File: config.mk
export PLATFORM = sky130hd
export DESIGN_NAME = bpfcap_dma
export DESIGN_NICKNAME = d
export VERILOG_FILES = /design/src/rtl/bpfcap_dma.sv
export SDC_FILE = /design/constraint.sdc
export NUM_CORES = 2
export LEC_CHECK = 0
export ABC_AREA = 0
export CAP_MARGIN = 30
export CORE_UTILIZATION = 55
export DETAILED_ROUTE_END_ITERATION = 10
export GPL_ROUTABILITY_DRIVEN = 0
export PLACE_DENSITY = 0.72
export SYNTH_ARGS = -nofsm -noshare
export SYNTH_HDL_FRONTEND = slang
export SYNTH_SLANG_ARGS = --single-unit
File: constraint.sdc
create_clock -name clk -period 4.84 [get_ports clk]
set_clock_uncertainty 0.1 [all_clocks]
set_input_delay 0.968 -clock clk [delete_from_list [all_inputs] [get_ports clk]]
set_output_delay 0.968 -clock clk [all_outputs]
set_load 0.05 [all_outputs]
File: src/rtl/bpfcap_dma.sv
// bpfcap_dma: packet-buffer copy engine for the capture path.
// Copies [SRC_BEGIN, SRC_END) to DST_ADDR through an internal FIFO, using
// Avalon-MM read bursts on m0 and write bursts on m1, with waitrequest
// honoured on both masters.
//
// Ports:
//   clk, reset (async, active-low)
//   avs_s0_*  : register slave (8 word registers, readdata registered)
//   avm_m0_*  : read master (address, read, burstcount, readdata, valid, wait)
//   avm_m1_*  : write master (address, writedata, write, burstcount, wait)
//   irq       : level interrupt, DONE & IRQ_EN
//
// Optional feature: define BPFCAP_DMA_PERF_EN to enable the busy-cycle
// counter at register 6 (otherwise register 6 reads 0).
//
// State tables
//   read FSM  | meaning
//   RD_IDLE   | no read burst in progress
//   RD_REQ    | read request asserted, waiting for acceptance
//   RD_DATA   | request accepted, collecting rd_beats_q returning beats
//   write FSM | meaning
//   WR_IDLE   | no write burst in progress
//   WR_BURST  | write burst in progress, wr_beats_q beats left
module bpfcap_dma #(
    parameter int DATA_W     = 32,
    parameter int ADDR_W     = 32,
    parameter int FIFO_DEPTH = 64,
    parameter int MAX_BURST  = 16
) (
    input  logic              clk,
    input  logic              reset,
    input  logic [2:0]        avs_s0_address,
    input  logic [31:0]       avs_s0_writedata,
    input  logic              avs_s0_write,
    input  logic              avs_s0_read,
    output logic [31:0]       avs_s0_readdata,
    output logic [ADDR_W-1:0] avm_m0_address,
    output logic              avm_m0_read,
    output logic [15:0]       avm_m0_burstcount,
    input  logic [DATA_W-1:0] avm_m0_readdata,
    input  logic              avm_m0_readdatavalid,
    input  logic              avm_m0_waitrequest,
    output logic [ADDR_W-1:0] avm_m1_address,
    output logic [DATA_W-1:0] avm_m1_writedata,
    output logic              avm_m1_write,
    output logic [15:0]       avm_m1_burstcount,
    input  logic              avm_m1_waitrequest,
    output logic              irq
);
    localparam int BPW   = DATA_W / 8;
    localparam int PTR_W = $clog2(FIFO_DEPTH);
    localparam int CNT_W = PTR_W + 1;
    localparam logic [ADDR_W-1:0] MAX_B = ADDR_W'(MAX_BURST);
    localparam logic [ADDR_W-1:0] BPW_A = ADDR_W'(BPW);

    typedef enum logic [1:0] {RD_IDLE, RD_REQ, RD_DATA} rd_state_t;
    typedef enum logic {WR_IDLE, WR_BURST} wr_state_t;

    rd_state_t         rd_state_q, rd_state_d;
    wr_state_t         wr_state_q, wr_state_d;
    logic              irq_en_q, irq_en_d, busy_q, busy_d, done_q, done_d;
    logic              err_q, err_d, aborted_q, aborted_d, abort_pend_q, abort_pend_d;
    logic [ADDR_W-1:0] src_begin_q, src_begin_d, src_end_q, src_end_d, dst_addr_q, dst_addr_d;
    logic [ADDR_W-1:0] rd_src_q, rd_src_d, rd_rem_q, rd_rem_d;
    logic [ADDR_W-1:0] wr_dst_q, wr_dst_d, wr_rem_q, wr_rem_d;
    logic [15:0]       rd_len_q, rd_len_d, rd_beats_q, rd_beats_d;
    logic [15:0]       wr_len_q, wr_len_d, wr_beats_q, wr_beats_d;
    logic [31:0]       bytes_q, bytes_d, rdata_q, rdata_d, perf_rd;
    logic [PTR_W-1:0]  fifo_wp_q, fifo_wp_d, fifo_rp_q, fifo_rp_d;
    logic [CNT_W-1:0]  fifo_cnt_q, fifo_cnt_d, rd_free;
    logic [DATA_W-1:0] fifo_mem [FIFO_DEPTH];

    logic [ADDR_W-1:0] len, words, rd_n, wr_m;
    logic              len_bad, start_cmd, abort_cmd, start_acc, push, pop, flush, rd_go, wr_go;

    assign len       = src_end_q - src_begin_q;
    assign words     = len / BPW_A;
    assign len_bad   = (len == '0) || ((len % BPW_A) != '0) || (src_end_q < src_begin_q);
    assign start_cmd = avs_s0_write && (avs_s0_address == 3'd0) && avs_s0_writedata[0];
    assign abort_cmd = avs_s0_write && (avs_s0_address == 3'd0) && avs_s0_writedata[2];
    assign start_acc = start_cmd && !abort_cmd && !busy_q && !len_bad;

    // Beats of a burst being drained after ABORT are dropped, not pushed.
    assign push  = (rd_state_q == RD_DATA) && avm_m0_readdatavalid && !abort_pend_q;
    assign pop   = (wr_state_q == WR_BURST) && !avm_m1_waitrequest;
    assign flush = abort_pend_q && (rd_state_q == RD_IDLE) && (wr_state_q == WR_IDLE);

    assign rd_n = (rd_rem_q > MAX_B) ? MAX_B : rd_rem_q;
    assign wr_m = (wr_rem_q > MAX_B) ? MAX_B : wr_rem_q;

    // Free space is judged on next-cycle occupancy; a new read request is only
    // issued with no beats outstanding, so this reserves room for all n beats.
    assign rd_free = CNT_W'(FIFO_DEPTH) - fifo_cnt_d;
    assign rd_go   = busy_q && !abort_pend_q && (rd_rem_q != '0) && (ADDR_W'(rd_free) >= rd_n);
    assign wr_go   = busy_q && !abort_pend_q && (wr_rem_q != '0) && (ADDR_W'(fifo_cnt_q) >= wr_m);

    always_comb begin
        fifo_wp_d  = fifo_wp_q + PTR_W'(push);
        fifo_rp_d  = fifo_rp_q + PTR_W'(pop);
        fifo_cnt_d = fifo_cnt_q + CNT_W'(push) - CNT_W'(pop);
        if (flush) begin
            fifo_wp_d  = '0;
            fifo_rp_d  = '0;
            fifo_cnt_d = '0;
        end
    end

    always_ff @(posedge clk) begin
        if (push) fifo_mem[fifo_wp_q] <= avm_m0_readdata;
    end

`ifdef BPFCAP_DMA_PERF_EN
    logic [31:0] perf_q, perf_d;
    always_comb begin
        perf_d = perf_q;
        if (start_acc) perf_d = '0;
        else if (busy_q && (perf_q != '1)) perf_d = perf_q + 32'd1;
    end
    always_ff @(posedge clk or negedge reset) begin
        if (!reset) perf_q <= '0;
        else        perf_q <= perf_d;
    end
    assign perf_rd = perf_q;
`else
    assign perf_rd = '0;
`endif

    always_comb begin
        irq_en_d = irq_en_q;   busy_d = busy_q;       done_d = done_q;
        err_d = err_q;         aborted_d = aborted_q; abort_pend_d = abort_pend_q;
        src_begin_d = src_begin_q; src_end_d = src_end_q; dst_addr_d = dst_addr_q;
        rd_state_d = rd_state_q; rd_src_d = rd_src_q; rd_rem_d = rd_rem_q;
        rd_len_d = rd_len_q;     rd_beats_d = rd_beats_q;
        wr_state_d = wr_state_q; wr_dst_d = wr_dst_q; wr_rem_d = wr_rem_q;
        wr_len_d = wr_len_q;     wr_beats_d = wr_beats_q;
        bytes_d = bytes_q;       rdata_d = rdata_q;

        if (avs_s0_read) begin
            case (avs_s0_address)
                3'd0:    rdata_d = {30'd0, irq_en_q, 1'b0};
                3'd1:    rdata_d = 32'(src_begin_q);
                3'd2:    rdata_d = 32'(src_end_q);
                3'd3:    rdata_d = 32'(dst_addr_q);
                3'd4:    rdata_d = {28'd0, aborted_q, err_q, done_q, busy_q};
                3'd5:    rdata_d = bytes_q;
                3'd6:    rdata_d = perf_rd;
                default: rdata_d = '0;
            endcase
        end

        if (avs_s0_write) begin
            case (avs_s0_address)
                3'd0: irq_en_d = avs_s0_writedata[1];
                3'd1: if (!busy_q) src_begin_d = ADDR_W'(avs_s0_writedata);
                3'd2: if (!busy_q) src_end_d   = ADDR_W'(avs_s0_writedata);
                3'd3: if (!busy_q) dst_addr_d  = ADDR_W'(avs_s0_writedata);
                3'd4: begin
                    if (avs_s0_writedata[1]) done_d    = 1'b0;
                    if (avs_s0_writedata[2]) err_d     = 1'b0;
                    if (avs_s0_writedata[3]) aborted_d = 1'b0;
                end
                default: ;
            endcase
        end

        if (start_cmd && !abort_cmd && !busy_q) begin
            if (len_bad) begin
                err_d = 1'b1;
            end else begin
                busy_d    = 1'b1;
                done_d    = 1'b0;
                err_d     = 1'b0;
                aborted_d = 1'b0;
                bytes_d   = '0;
                rd_rem_d  = words;
                wr_rem_d  = words;
                rd_src_d  = src_begin_q;
                wr_dst_d  = dst_addr_q;
            end
        end
        if (abort_cmd && busy_q) abort_pend_d = 1'b1;

        case (rd_state_q)
            RD_IDLE: if (rd_go) begin
                rd_state_d = RD_REQ;
                rd_len_d   = rd_n[15:0];
            end
            RD_REQ: if (!avm_m0_waitrequest) begin
                rd_state_d = RD_DATA;
                rd_beats_d = rd_len_q;
                rd_src_d   = rd_src_q + ADDR_W'(rd_len_q) * BPW_A;
                rd_rem_d   = rd_rem_q - ADDR_W'(rd_len_q);
            end
            RD_DATA: if (avm_m0_readdatavalid) begin
                rd_beats_d = rd_beats_q - 16'd1;
                if (rd_beats_q == 16'd1) begin
                    rd_state_d = rd_go ? RD_REQ : RD_IDLE;
                    rd_len_d   = rd_n[15:0];
                end
            end
            default: rd_state_d = RD_IDLE;
        endcase

        case (wr_state_q)
            WR_IDLE: if (wr_go) begin
                wr_state_d = WR_BURST;
                wr_len_d   = wr_m[15:0];
                wr_beats_d = wr_m[15:0];
            end
            WR_BURST: if (!avm_m1_waitrequest) begin
                bytes_d    = bytes_q + 32'(BPW);
                wr_beats_d = wr_beats_q - 16'd1;
                if (wr_beats_q == 16'd1) begin
                    wr_state_d = WR_IDLE;
                    wr_dst_d   = wr_dst_q + ADDR_W'(wr_len_q) * BPW_A;
                    wr_rem_d   = wr_rem_q - ADDR_W'(wr_len_q);
                    // A pending abort reports ABORTED via the flush path instead.
                    if ((wr_rem_q == ADDR_W'(wr_len_q)) && !abort_pend_q) begin
                        busy_d       = 1'b0;
                        done_d       = 1'b1;
                        abort_pend_d = 1'b0;
                    end
                end
            end
            default: wr_state_d = WR_IDLE;
        endcase

        if (flush) begin
            busy_d       = 1'b0;
            aborted_d    = 1'b1;
            abort_pend_d = 1'b0;
        end
    end

    always_ff @(posedge clk or negedge reset) begin
        if (!reset) begin
            rd_state_q <= RD_IDLE;  wr_state_q <= WR_IDLE;
            irq_en_q <= 1'b0;       busy_q <= 1'b0;       done_q <= 1'b0;
            err_q <= 1'b0;          aborted_q <= 1'b0;    abort_pend_q <= 1'b0;
            src_begin_q <= '0;      src_end_q <= '0;      dst_addr_q <= '0;
            rd_src_q <= '0;         rd_rem_q <= '0;       rd_len_q <= '0;  rd_beats_q <= '0;
            wr_dst_q <= '0;         wr_rem_q <= '0;       wr_len_q <= '0;  wr_beats_q <= '0;
            bytes_q <= '0;          rdata_q <= '0;
            fifo_wp_q <= '0;        fifo_rp_q <= '0;      fifo_cnt_q <= '0;
        end else begin
            rd_state_q <= rd_state_d;  wr_state_q <= wr_state_d;
            irq_en_q <= irq_en_d;      busy_q <= busy_d;        done_q <= done_d;
            err_q <= err_d;            aborted_q <= aborted_d;  abort_pend_q <= abort_pend_d;
            src_begin_q <= src_begin_d; src_end_q <= src_end_d; dst_addr_q <= dst_addr_d;
            rd_src_q <= rd_src_d;      rd_rem_q <= rd_rem_d;    rd_len_q <= rd_len_d;  rd_beats_q <= rd_beats_d;
            wr_dst_q <= wr_dst_d;      wr_rem_q <= wr_rem_d;    wr_len_q <= wr_len_d;  wr_beats_q <= wr_beats_d;
            bytes_q <= bytes_d;        rdata_q <= rdata_d;
            fifo_wp_q <= fifo_wp_d;    fifo_rp_q <= fifo_rp_d;  fifo_cnt_q <= fifo_cnt_d;
        end
    end

    assert property (@(posedge clk) disable iff (!reset) !(push && (fifo_cnt_q == CNT_W'(FIFO_DEPTH))));
    assert property (@(posedge clk) disable iff (!reset) !(pop && (fifo_cnt_q == '0)));

    assign avs_s0_readdata   = rdata_q;
    assign irq               = done_q & irq_en_q;
    assign avm_m0_read       = (rd_state_q == RD_REQ);
    assign avm_m0_address    = avm_m0_read ? rd_src_q : '0;
    assign avm_m0_burstcount = avm_m0_read ? rd_len_q : '0;
    assign avm_m1_write      = (wr_state_q == WR_BURST);
    assign avm_m1_address    = avm_m1_write ? wr_dst_q : '0;
    assign avm_m1_burstcount = avm_m1_write ? wr_len_q : '0;
    assign avm_m1_writedata  = avm_m1_write ? fifo_mem[fifo_rp_q] : '0;
endmodule

# Yosys cells after proc, flatten, opt, wreduce, memory -nomap -nowiden
# Memories as Yosys holds them, arrays and structs flattened.
# Cells that the tools add are included.
classes:
  add_sub_neg: 13
  magnitude_cmp: 5
  eq_ne: 16
  mux: 88
  bitwise: 3
  reduce_logical: 44
op_table:
  columns: ["op", "count"]
  rows:
  - ["2-to-1 mux 32 bit", 27]
  - ["one-hot mux 32 bit (6 select lines)", 1]
  - ["2-to-1 mux 16 bit", 9]
  - ["one-hot mux 16 bit (2 select lines)", 3]
  - ["nonzero test 32 bit", 3]
  - ["adder 32 x 18 -> 32 bit", 2]
  - ["greater-or-equal comparator 7 x 32 -> 1 bit", 2]
  - ["greater-than comparator 32 x 5 -> 1 bit, second input constant", 2]
  - ["subtractor 32 x 16 -> 32 bit", 2]
  - ["2-to-1 mux 1 bit", 39]
  - ["adder 32 x 3 -> 32 bit, second input constant", 1]
  - ["equality test 16 x 1 -> 1 bit, second input constant", 2]
  - ["equality test 32 x 16 -> 1 bit", 1]
  - ["zero test 32 bit", 1]
  - ["less-than comparator 32 bit", 1]
  - ["subtractor 16 x 1 -> 16 bit, second input constant", 2]
  - ["subtractor 32 bit", 1]
  - ["logical AND 1 bit", 17]
  - ["AND reduction 3 bit", 5]
  - ["adder 6 x 1 -> 6 bit", 2]
  - ["2-to-1 mux 6 bit", 2]
  - ["inequality test 2 bit, second input constant", 5]
  - ["nonzero test 2 bit", 5]
  - ["2-to-1 mux 2 bit", 4]
  - ["other kinds (20)", 30]
totals:
  register_bits: 380
  ramBits: 2048
  inputBits: 74
  output_inout_bits: 163
  wordCells: 194
  mem_count: 1
mem_list:
  columns: ["name", "words", "word_bits", "read_ports", "rd_ports_with_merged_regs", "write_ports", "line_no", "text"]
  rows:
  - ["fifo_mem", 64, 32, 1, 0, 1, "71", "logic [DATA_W-1:0] fifo_mem [FIFO_DEPTH];"]

# Logic depth before layout (Yosys ltp)
depth:
  ltp_word: 13
  ltp_mapped: 24
  ltp_nobuf: 22

# Worst setup path after synthesis
# OpenSTA, ideal clock, no wires.
synth_timing:
  kind: "in2reg"
  startpoint: "input avm_m1_waitrequest"
  endpoint: "register rd_len_q[10]"
  setup_ns: 0.131
  arrival_ns: 4.565
  t_required_ns: 4.609
  path_slack_ns: 0.044
  stages: 23
  path_cell_list: "inv_1 -> nand2_1 -> inv_1 -> clkbuf_1 -> ha_1 -> inv_1 -> ha_1 -> fa_1 -> xor2_1 -> nand2_1 -> inv_1 -> nor3_1 -> nand3_1 -> xor2_1 -> ha_1 -> o21ai_0 -> nand2b_1 -> a21oi_1 -> a211oi_1 -> o21a_1 -> clkbuf_1 -> buf_1 -> nor2_1"
synth_via:
  elab_chain_cells: 9
synth_lines:
  columns: ["item", "line_no", "text"]
  rows:
  - ["start: declaration", "47", "input logic avm_m1_waitrequest,"]
  - ["zero test 1 bit", null, null]
  - ["logical AND 1 bit", "85", "assign pop = (wr_state_q == WR_BURST) && !avm_m1_waitrequest;"]
  - ["subtractor 7 x 1 -> 7 bit", "100", "fifo_cnt_d = fifo_cnt_q + CNT_W'(push) - CNT_W'(pop);"]
  - ["2-to-1 mux 7 bit", "101", "if (flush) begin"]
  - ["named net fifo_cnt_d[2]", "70", "logic [CNT_W-1:0] fifo_cnt_q, fifo_cnt_d, rd_free;"]
  - ["subtractor 7 bit", "93", "assign rd_free = CNT_W'(FIFO_DEPTH) - fifo_cnt_d;"]
  - ["greater-or-equal comparator 7 x 32 -> 1 bit", "94", "assign rd_go = busy_q && !abort_pend_q && (rd_rem_q != '0) && (ADDR_W'(rd_free) >= rd_n);"]
  - ["logical AND 1 bit", "94", null]
  - ["inequality test 2 bit (no line)", null, null]
  - ["AND reduction 4 bit (no line)", null, null]
  - ["end signal: assignment", "250", "rd_src_q <= rd_src_d; rd_rem_q <= rd_rem_d; rd_len_q <= rd_len_d; rd_beats_q <= rd_beats_d;"]
  - ["end: declaration", "66", "logic [15:0] rd_len_q, rd_len_d, rd_beats_q, rd_beats_d;"]
# The timed path passes the listed nets, and every way through them passes these cells.
# A chain may end at the register's enable or synchronous reset.

# Worst setup path after layout
layout_timing:
  startpoint: "register fifo_rp_q[0]"
  endpoint: "output avm_m1_writedata[27]"
layout_via:
  elab_chain_cells: 2
layout_lines:
  columns: ["item", "line_no", "text"]
  rows:
  - ["start: declaration", "69", "logic [PTR_W-1:0] fifo_wp_q, fifo_wp_d, fifo_rp_q, fifo_rp_d;"]
  - ["start signal: assignment", "253", "fifo_wp_q <= fifo_wp_d; fifo_rp_q <= fifo_rp_d; fifo_cnt_q <= fifo_cnt_d;"]
  - ["memory (64 x 32 bit)", null, null]
  - ["2-to-1 mux 32 bit", "268", "assign avm_m1_writedata = avm_m1_write ? fifo_mem[fifo_rp_q] : '0;"]
  - ["end: declaration", "44", "output logic [DATA_W-1:0] avm_m1_writedata,"]
# No other way between the ends.

==> flow_summary.ini <==
[clock_tree]
clk_transition_reported_paths_ps = 60
cts.htree.levels = 4
clk_root_buffer_cell = clkbuf_16
cts_buffers = 230
cts_tree = done
cts.path.max_buffers = 3
clock_latency_ps = 890
clock-sinks = 2428
hold_buffers = 0

[finish]
multi_input_area_um2 = 30200
regArea_um2 = 71000
fin_nets = 6587
drive_gt1_frac = 0.265
area_delta_synth_final_pct = 17.5
nFillCells = 12200

[synthesis]
synth_seq_cells = 2428
synthCells = 5785
ys_types = 94
synth_area_leaders = edfxtp_1 60%, mux4_2 15%, dfrtp_1 9.3%
avgSynthCellArea_um2 = 17.7
synthTopCellsByCount = 2,048 x edfxtp_1, 666 x mux4_2, 380 x dfrtp_1
synth_edf_count = 2048
yosysWarnings = 0
synth.top_cell.area_share = 0.601
synth_most_common_cell = edfxtp_1
netlist_area_um2 = 102000
synth-main-ff-cell = edfxtp_1
yosysSeqAreaShare = 0.694
yosysTopAreaCell = edfxtp_1
async_flop_share = 0.157

[timing]
fmax_mhz = 198
slew-limit-headroom = 0.357
hold_viol_final = 0
fin_ws_ps = -207
rsz0062_at_grt = true
finalMaxSlewViolations = 0
tns_ps = -4220
final.min_clock_period_ps = 5050
final-setup-viol-count = 32
worst_pin_slew_ps = 965
fin_crit_sh = 1.04

[detailed_routing]
via_per_inst = 6.53
drt_iter0_drc = 6653
dr.pass1.iters = 10
ant_nets = 0
vias = 59100
wire_per_inst_um = 31.3
drt-total-wl_um = 284000
drcViolationCount = 0

[global_route]
antenna_found_initial = 34
grt_max_degree = 94
grt-ovfl-total = 0
grt_usage = 0.302
first_global_vias = 59100
grt_pass1_wl_um = 405000

[setup_path]
cp.arrival_ps = 3980
path_class = flop to primary output
critPathRequiredTime_ps = 3770
crit_fanout = 7
startpoint_type = flop
cp-end-kind = primary output
reg2regPathDepth = 14

[die]
core_um2 = 184000
dieWidth_um = 433
dieHeight_um = 433
rows = 157
die_area_um2 = 188000
initial_utilization = 0.556
ios = 237

[power_and_ir_drop]
p_per_area_nw_per_um2 = 597
cellLeakagePower_uw = 0.0410
vdd_ir_drop_max_mv = 0.492
totalPowerFinal_uw = 71800

[status]
violations = negative setup slack
status = finished, violations left

[hold_path]
min_path_type = input pin to asynchronous set/reset pin

[run]
cap_violations = 0

[placement]
port_buffers = 236
dp_hpwl_um = 170000
## cell families after synthesis
| group | count (synthesis) | synth area share |
|---|---|---|
| AOI/OAI and AO/OA | 779 | 0.0519 |
| xor gates and xnor gates | 90 | 0.00770 |
| adders and majority gates | 132 | 0.0165 |
| muxes | 787 | 0.159 |
| DFF | 2428 | 0.694 |
| other | 1 | 0.0000366 |
| buffers and inverters | 474 | 0.0177 |
| and+or+nand+nor | 1094 | 0.0532 |
## layout by cell type (no fill, tap or decap), types with 32 or more instances in the layout
cell type	netlist	layout
edfxtp_1	2048	2048
clkinv_1	1	53
a22o_1	37	37
and2_1	136	102
a21o_1	46	46
and2_4	0	32
o22ai_1	36	35
buf_4	1	250
nor2_1	307	242
buf_12	0	102
mux4_2	666	666
buf_2	17	32
buf_6	1	44
xnor2_1	50	50
clkdlybuf4s50_1	0	171
buf_16	0	38
a221oi_1	36	36
mux2_2	93	93
nand2b_1	37	37
a21oi_1	141	138
o21ai_0	173	173
o211ai_1	33	33
clkbuf_1	219	53
or3_1	49	49
nand3_1	69	69
nor3_1	84	83
nand2_1	213	212
ha_1	127	127
clkinv_2	0	35
a211oi_1	50	49
clkbuf_16	0	243
inv_1	177	177
dfrtp_1	380	373
xor2_1	40	40
nor2_4	0	64
## metrics by stage
| step | hold slack (ps) | util | cells | setup slack, ps | instance area [µm²] |
|---|---|---|---|---|---|
| 2_1_floorplan | 330 | - | 5788 | 44.5 | 102000 |
| 3_3_place_gp | 355 | 0.598 | 8486 | -586 | 110000 |
| 3_5_place_dp | 360 | 0.598 | 8490 | -530 | 110000 |
| 4_1_cts | 77.4 | 0.648 | 8992 | -256 | 119000 |
| 5_1_grt | 112 | 0.653 | 9054 | -289 | 120000 |
| 6_report | 46.8 | 0.653 | 9057 | -207 | 120000 |
## flip-flops by register name (all words and copies together), names as in the netlist, 32 cells and up
name,flops
bytes_q,32
dst_addr_q,32
rd_src_q,32
wr_dst_q,32
avs_s0_readdata,32
wr_rem_q,32
rd_rem_q,32
src_end_q,32
fifo_mem,2048
src_begin_q,32
## timing repair
item                       CTS  global route
setup endpoints to repair   32            64
gates resized for setup    155            29
buffers inserted            48            17
cloned                      23             9
pin swaps                    0             2
## routing by layer
| metal | GRT usage | part of all wire |
|---|---|---|
| met3 | 0.0530 | 0.087 |
| met1 | 0.383 | 0.36 |
| met2 | 0.502 | 0.50 |
| met5 | 0 | 0.00018 |
| met4 | 0.155 | 0.055 |
## power by group
group          leakage, µW  internal, µW  switching, µW
clock              0.00362          9920           7970
sequential          0.0232         23900           1450
combinational       0.0141         13000          15600
total               0.0410         46800          25000
## cell type report
| type | count | share of cell area |
|---|---|---|
| Antenna cell | 13 | 0.000270 |
| Clock buffer | 298 | 0.0515 |
| Clock inverter | 133 | 0.0108 |
| Inverter | 178 | 0.00556 |
| Multi-Input combinational cell | 2886 | 0.251 |
| Sequential cell | 2428 | 0.591 |
| Tap cell | 2464 | 0.0256 |
| Timing Repair Buffer | 657 | 0.0644 |
## final timing paths
check / startpoint / end / slack, ps
worst min-delay path: reset / rd_beats_q[8] / 50
worst max register to register: src_begin_q[1] / wr_dst_q[23] / 140
min in group clk: avm_m0_readdata[11] / fifo_mem[20][11] / 220
worst min register to register: rd_src_q[0] / rd_src_q[0] / 370
worst max-delay path: fifo_rp_q[0] / avm_m1_writedata[27] / -210
max in group asynchronous: reset / err_q / 3540
## worst max-delay path, cell delays in order, from the launching register on
cell and delay, ps:
dfrtp_4 440, buf_12 140, buf_16 180, buf_16 160, buf_16 150, mux4_2 530, mux4_2 600, mux4_2 550
and2_4 190, buf_6 140
(Power assumes the default switching activity.)
